$ cat src/rtl/serdes_pkg.sv
// Shared types and sizing helpers for the SERDES link blocks.
package serdes_pkg;

  localparam int DEFAULT_BIT_WIDTH = 32;
  localparam int DEFAULT_N_SAMPLES = 8;

  typedef enum logic {
    COLLECT = 1'b0,
    OUTPUT  = 1'b1
  } state_e;

  // Word index width; never narrower than one bit.
  function automatic int idx_width(input int n_samples);
    return (n_samples > 2) ? $clog2(n_samples) : 1;
  endfunction

endpackage

$ cat src/rtl/deserializer_if.sv
// Narrow word stream in, wide parallel frame out, both val/rdy.
interface deserializer_if
  import serdes_pkg::*;
#(
  parameter int BIT_WIDTH = DEFAULT_BIT_WIDTH,
  parameter int N_SAMPLES = DEFAULT_N_SAMPLES
) ();

  logic [BIT_WIDTH-1:0] recv_msg;
  logic                 recv_val;
  logic                 recv_rdy;
  logic [BIT_WIDTH-1:0] send_msg [N_SAMPLES];
  logic                 send_val;
  logic                 send_rdy;

  modport master (
    output recv_msg, recv_val, send_rdy,
    input  recv_rdy, send_msg, send_val
  );

  modport slave (
    input  recv_msg, recv_val, send_rdy,
    output recv_rdy, send_msg, send_val
  );

endinterface

$ cat src/rtl/RegisterV_Reset.sv
// N-bit register with write enable and synchronous active-high clear.
module RegisterV_Reset #(
  parameter int N = 1
) (
  input  logic         clk,
  input  logic         reset,
  input  logic         en,
  input  logic [N-1:0] d,
  output logic [N-1:0] q
);

  logic [N-1:0] q_q;
  logic [N-1:0] q_d;

  // NOTE: q_d defaults to the held value before the enable test, so no path leaves it unassigned and no latch is inferred.
  always_comb begin
    q_d = q_q;
    if (en) q_d = d;
  end

  // NOTE: state is written with <= so every flop samples pre-edge values regardless of block ordering.
  // NOTE: these are discrete flops, not a RAM macro, so clearing them on reset is cheap and gives a known all-zero frame.
  always_ff @(posedge clk) begin
    if (reset) q_q <= '0;
    else       q_q <= q_d;
  end

  assign q = q_q;

endmodule

$ cat src/rtl/deserializer_control.sv
// Collect/output FSM, word index counter and per-word write enables.
module deserializer_control
  import serdes_pkg::*;
#(
  parameter int N_SAMPLES = DEFAULT_N_SAMPLES
) (
  input  logic                 clk,
  input  logic                 reset,
  input  logic                 recv_val,
  input  logic                 send_rdy,
  output logic                 recv_rdy,
  output logic                 send_val,
  output logic [N_SAMPLES-1:0] wr_en
);

  localparam int                IDX_W    = idx_width(N_SAMPLES);
  localparam logic [IDX_W-1:0] LAST_IDX = IDX_W'(N_SAMPLES - 1);

  state_e           state_q, state_d;
  logic [IDX_W-1:0] idx_q, idx_d;
  logic             recv_rdy_q, recv_rdy_d;
  logic             send_val_q, send_val_d;

  always_comb begin
    state_d = state_q;
    idx_d   = idx_q;
    case (state_q)
      // recv_rdy is high throughout COLLECT, so recv_val alone marks a transfer.
      COLLECT: begin
        if (recv_val) begin
          if (idx_q == LAST_IDX) begin
            state_d = OUTPUT;
            idx_d   = '0;
          end else begin
            idx_d = idx_q + IDX_W'(1);
          end
        end
      end
      OUTPUT: begin
        if (send_rdy) state_d = COLLECT;
      end
      default: state_d = COLLECT;
    endcase
    // Handshake outputs are decoded from the next state so they leave a flop.
    recv_rdy_d = (state_d == COLLECT);
    send_val_d = (state_d == OUTPUT);
  end

  always_ff @(posedge clk) begin
    if (reset) begin
      state_q    <= COLLECT;
      idx_q      <= '0;
      recv_rdy_q <= 1'b1;
      send_val_q <= 1'b0;
    end else begin
      state_q    <= state_d;
      idx_q      <= idx_d;
      recv_rdy_q <= recv_rdy_d;
      send_val_q <= send_val_d;
    end
  end

  always_comb begin
    wr_en = '0;
    for (int i = 0; i < N_SAMPLES; i++) begin
      wr_en[i] = (state_q == COLLECT) && recv_val && (idx_q == IDX_W'(i));
    end
  end

  assign recv_rdy = recv_rdy_q;
  assign send_val = send_val_q;

endmodule

$ cat src/rtl/deserializer.sv
// Assembles N_SAMPLES serial words into one parallel frame; word 0 is the first received.
module deserializer
  import serdes_pkg::*;
#(
  parameter int BIT_WIDTH = DEFAULT_BIT_WIDTH,
  parameter int N_SAMPLES = DEFAULT_N_SAMPLES
) (
  input logic           clk,
  input logic           reset,
  deserializer_if.slave io
);

  logic [N_SAMPLES-1:0] wr_en;
  logic                 recv_rdy;
  logic                 send_val;

  deserializer_control #(
    .N_SAMPLES(N_SAMPLES)
  ) u_control (
    .clk      (clk),
    .reset    (reset),
    .recv_val (io.recv_val),
    .send_rdy (io.send_rdy),
    .recv_rdy (recv_rdy),
    .send_val (send_val),
    .wr_en    (wr_en)
  );

  assign io.recv_rdy = recv_rdy;
  assign io.send_val = send_val;

  // Frame output is the raw register array; it is only meaningful while send_val is high.
  for (genvar i = 0; i < N_SAMPLES; i++) begin : g_word
    logic [BIT_WIDTH-1:0] word;

    RegisterV_Reset #(
      .N(BIT_WIDTH)
    ) u_reg (
      .clk   (clk),
      .reset (reset),
      .en    (wr_en[i]),
      .d     (io.recv_msg),
      .q     (word)
    );

    assign io.send_msg[i] = word;
  end

endmodule
$ cat src/flat_wrapper.sv
// flat-port wrapper written by rule: the top's interface ports become plain ports
module deserializer_flat import serdes_pkg::*;
#(
  parameter int BIT_WIDTH = DEFAULT_BIT_WIDTH,
  parameter int N_SAMPLES = DEFAULT_N_SAMPLES
)
  (clk, reset, io_recv_msg, io_recv_val, io_send_rdy, io_recv_rdy, io_send_msg, io_send_val);
  deserializer_if #(.BIT_WIDTH(BIT_WIDTH), .N_SAMPLES(N_SAMPLES)) io_i ();
  input logic clk;
  input logic reset;
  input wire logic [$bits(io_i.recv_msg)-1:0] io_recv_msg;
  input wire logic [$bits(io_i.recv_val)-1:0] io_recv_val;
  input wire logic [$bits(io_i.send_rdy)-1:0] io_send_rdy;
  output wire logic [$bits(io_i.recv_rdy)-1:0] io_recv_rdy;
  output wire logic [$bits(io_i.send_msg)-1:0] io_send_msg;
  output wire logic [$bits(io_i.send_val)-1:0] io_send_val;
  assign io_i.recv_msg = io_recv_msg;
  assign io_i.recv_val = io_recv_val;
  assign io_i.send_rdy = io_send_rdy;
  assign io_recv_rdy = io_i.recv_rdy;
  assign io_send_msg = {>>{io_i.send_msg}};
  assign io_send_val = io_i.send_val;
  deserializer #(.BIT_WIDTH(BIT_WIDTH), .N_SAMPLES(N_SAMPLES)) u_core (.clk(clk), .reset(reset), .io(io_i));
endmodule
$ cat config.mk
export PLATFORM = sky130hd
export DESIGN_NAME = deserializer_flat
export DESIGN_NICKNAME = d
export VERILOG_FILES = /design/src/rtl/serdes_pkg.sv /design/src/rtl/deserializer_if.sv /design/src/rtl/RegisterV_Reset.sv /design/src/rtl/deserializer_control.sv /design/src/rtl/deserializer.sv /design/src/flat_wrapper.sv
export SDC_FILE = /design/constraint.sdc
export NUM_CORES = 1
export LEC_CHECK = 0
export BUFFER_PORTS_ARGS = -buffer_cell sky130_fd_sc_hd__buf_2
export CAP_MARGIN = 30
export CORE_MARGIN = 3
export CORE_UTILIZATION = 45
export CTS_CLUSTER_DIAMETER = 100
export CTS_CLUSTER_SIZE = 24
export DETAILED_ROUTE_END_ITERATION = 10
export PLACE_DENSITY = 0.72
export SYNTH_ARGS = -nofsm -noshare
export SYNTH_HDL_FRONTEND = slang
export SYNTH_SLANG_ARGS = --single-unit
$ cat constraint.sdc
create_clock -name clk -period 2.4 [get_ports clk]
set_input_delay 0.24 -clock clk [delete_from_list [all_inputs] [get_ports clk]]
set_output_delay 0.24 -clock clk [all_outputs]
set_load 0.02 [all_outputs]
==> flow_summary_export.csv <==
group,metric,value,unit
floorplan,die-height,150,µm
synthesis,synth_area,0.00936,mm²
synthesis,syn_inst,1189,
route,drt_iter0_drc,617,
critical_path,crit_type,"register to register",
critical_path,crit_required,2.77,ns
cells_and_area,multi_input_area,0.00354,mm²
route,drtPass1Iterations,5,
flow_run,maxCapViolCount,0,
synthesis,synth_top_family_by_area,"simple AND/OR/NAND/NOR gates",
route,highest_layer,"met4",
synthesis,synth-seq-cells,261,
critical_path,endpoint_kind,"register",
route,drt-met1-wl,12300,µm
critical_path,path_cells,"nand4bb_2 -> buf_4 -> nand2_1 -> a21oi_1",
route,vias,8515,
synthesis,ys_types,20,
sta,max_slew_margin,50.9,%
clocking,tritoncts,"built",
global_routing,grt_max_degree,91,
critical_path,arrival,2.23,ns
critical_path,cpPeakStageDelay,0.68,ns
placement,gp_congestion,0.818,
route,met2RoutedLength,13600,µm
synthesis,synth_compound_area_share,13.8,%
synthesis,synth.area.mux_share,0.214,%
cells_and_area,seqCellArea,0.00523,mm²
clocking,cts-hold-fix-buffers,0,
power_and_ir_drop,leakage,0.00475,µW
cells_and_area,finish.utilization,55.3,%
global_routing,grt_pass1_vias,7391,
cells_and_area,final_common_cell,"nand2_1",
sta,finalSetupViolations,0,
sta,finClkSkew,0.00717,ns
synthesis,synthXorXnorAreaFrac,0,%
worst_hold_path,min_path_type,"primary input to register",
critical_path,cpMaxStageDelayCell,"nand4bb_2",
floorplan,ioPinCount,294,
sta,hold_viol,0,
clocking,cts.sinks,261,
route,via_per_inst,5.09,
sta,finalMaxSlewViolations,0,
synthesis,yosysSeqAreaShare,55.8,%
route,routed_wl,29200,µm
status,status,"finished, final reports clean",
sta,grt_setup_unrepaired,"no",
floorplan,start_util,46.0,%
global_routing,antenna_found_initial,0,
clocking,postCtsSetupBuffers,0,
cells_and_area,area_delta_synth_final,20.3,%
clocking,cts_max_path_buffers,3,
cells_and_area,fin_nets,1446,
floorplan,coreArea,0.0204,mm²
global_routing,grt_overflow,0,
worst_hold_path,hold_start,"io_send_rdy",
synthesis,syn_nets,1231,
clocking,cts_buffers,14,
power_and_ir_drop,p_per_area,685,mW/mm²
global_routing,grt_pass1_wl,43400,µm
sta,min_period,1.87,ns
cells_and_area,layout_common_cells,"512 x nand2_1, 292 x buf_2, 261 x dfxtp_1",
sta,fin_crit_sh,77.7,%
placement,dp_cells,1658,
sta,timing.hold.ws,0.0433,ns
synthesis,synthSimpleGateAreaFrac,22.5,%
cells_and_area,n_antenna_cell,0,
route,antenna_left,0,
clocking,clk_pin_slew_worst_paths,0.09,ns
synthesis,yosys_warnings,0,
cells_and_area,fillers,1916,
route,wire_per_inst,17.5,µm
route,dr_wl_met3,2490,µm
placement,port_buffers,293,
synthesis,synthAdderAreaFrac,0.802,%
route,drc,0,
floorplan,die_w,150,µm
cells_and_area,fin_cells,1674,
clocking,insertion_delay,0.48,ns
critical_path,worstSetupStartpoint,"u_core.u_control.send_val$_SDFF_PP0_",
sta,max_freq,536,MHz
sta,tightest_slew,0.736,ns
floorplan,die_area,0.0226,mm²
critical_path,worstPathMaxFanout,19,
clocking,cts-root-buf,"clkbuf_16",
critical_path,r2r_start,"u_core.u_control.send_val$_SDFF_PP0_",
sta,setup_tns,0,ns
clocking,htreeDepth,1,
cells_and_area,drive_above_1_share,24.5,%
critical_path,critPathLaunchType,"register",
global_routing,track_usage,24.4,%
floorplan,num_rows,52,
placement,dpl.hpwl,20200,µm
power_and_ir_drop,ir_worst_vdd,504,µV
synthesis,syn_avg_cell_area,7.87,µm²
clocking,post_cts_resized,0,
## worst max-delay path: cells and delay by family (launching register included)
family          cells  cell delay (ns)
compound gates      1             0.06
buf+inv             1             0.40
flops               1             0.50
simple gates        2             0.77
## per-stage QoR
stage	worst slack (ns)	instance area [µm²]	total power (µW)
floorplan	0.944	9360	5050
global placement	0.540	10900	5320
detailed placement	0.502	10900	5330
CTS	0.492	11300	7760
global route	0.377	11300	7970
finish	0.534	11300	7710
## cell families (layout without fill, tap and decap cells)
| group | after synthesis | count (layout) |
|---|---|---|
| AOI/OAI and AO/OA | 258 | 258 |
| and+or+nand+nor | 535 | 535 |
| buffers and inverters | 127 | 342 |
| muxes | 2 | 2 |
| DFF | 261 | 261 |
| adders and majority gates | 6 | 6 |
## per-layer routing
layer	track usage [%]	vias to the layer above
met4	7.46	0
met5	0	-
li1	-	4188
met2	39.1	344
met1	33.2	3926
met3	5.27	57
## path summary, 6_finish.rpt
kind / endpoint / slack (ns) / cells past startpoint
worst min register to register: u_core.g_word[5].u_reg.q[4]$_SDFFE_PP0P_ / 0.46 / 2
worst min-delay path: u_core.u_control.send_val$_SDFF_PP0_ / 0.04 / 3
worst max-delay path: u_core.g_word[0].u_reg.q[10]$_SDFFE_PP0P_ / 0.53 / 4
worst max register to register: u_core.g_word[0].u_reg.q[10]$_SDFFE_PP0P_ / 0.53 / 4
## where the power goes
group          switching, µW  internal [µW]
Combinational            534            206
Sequential              55.1           4430
Clock                   1360           1120
Total                   1950           5760
## registers in the layout (all words and copies together) (netlist names)
name,flops
u_core.u_control.recv_rdy,1
u_core.u_control.send_val,1
u_core.g_word.u_reg.q,256
u_core.u_control.idx_q,3
## area by class of cell
type / count / share of cell area, %
Timing Repair Buffer: 322 / 15.6
Tap cell: 270 / 3.00
Inverter: 4 / 0.133
Sequential cell: 261 / 46.4
Multi-Input combinational cell: 801 / 31.5
Clock buffer: 15 / 3.33
Clock inverter: 1 / 0.0445
## Yosys cell counts (all sizes together)
cell	instances	area, µm²
buf	90	498
nand4b	3	26.3
mux2i	2	20.0
a21oi	257	1290
nand2b	1	6.26
dfxtp	261	5230
nor2b	2	12.5
and3b	2	17.5
nor4bb	2	20.0
and4b	3	30.0
nand3b	2	15.0
nor2	4	15.0
clkbuf	33	124
inv	4	15.0
nand2	512	1920
and4bb	1	12.5
ha	6	75.1
nand4bb	3	33.8
a211oi	1	7.51
(Power assumes the default switching activity.)
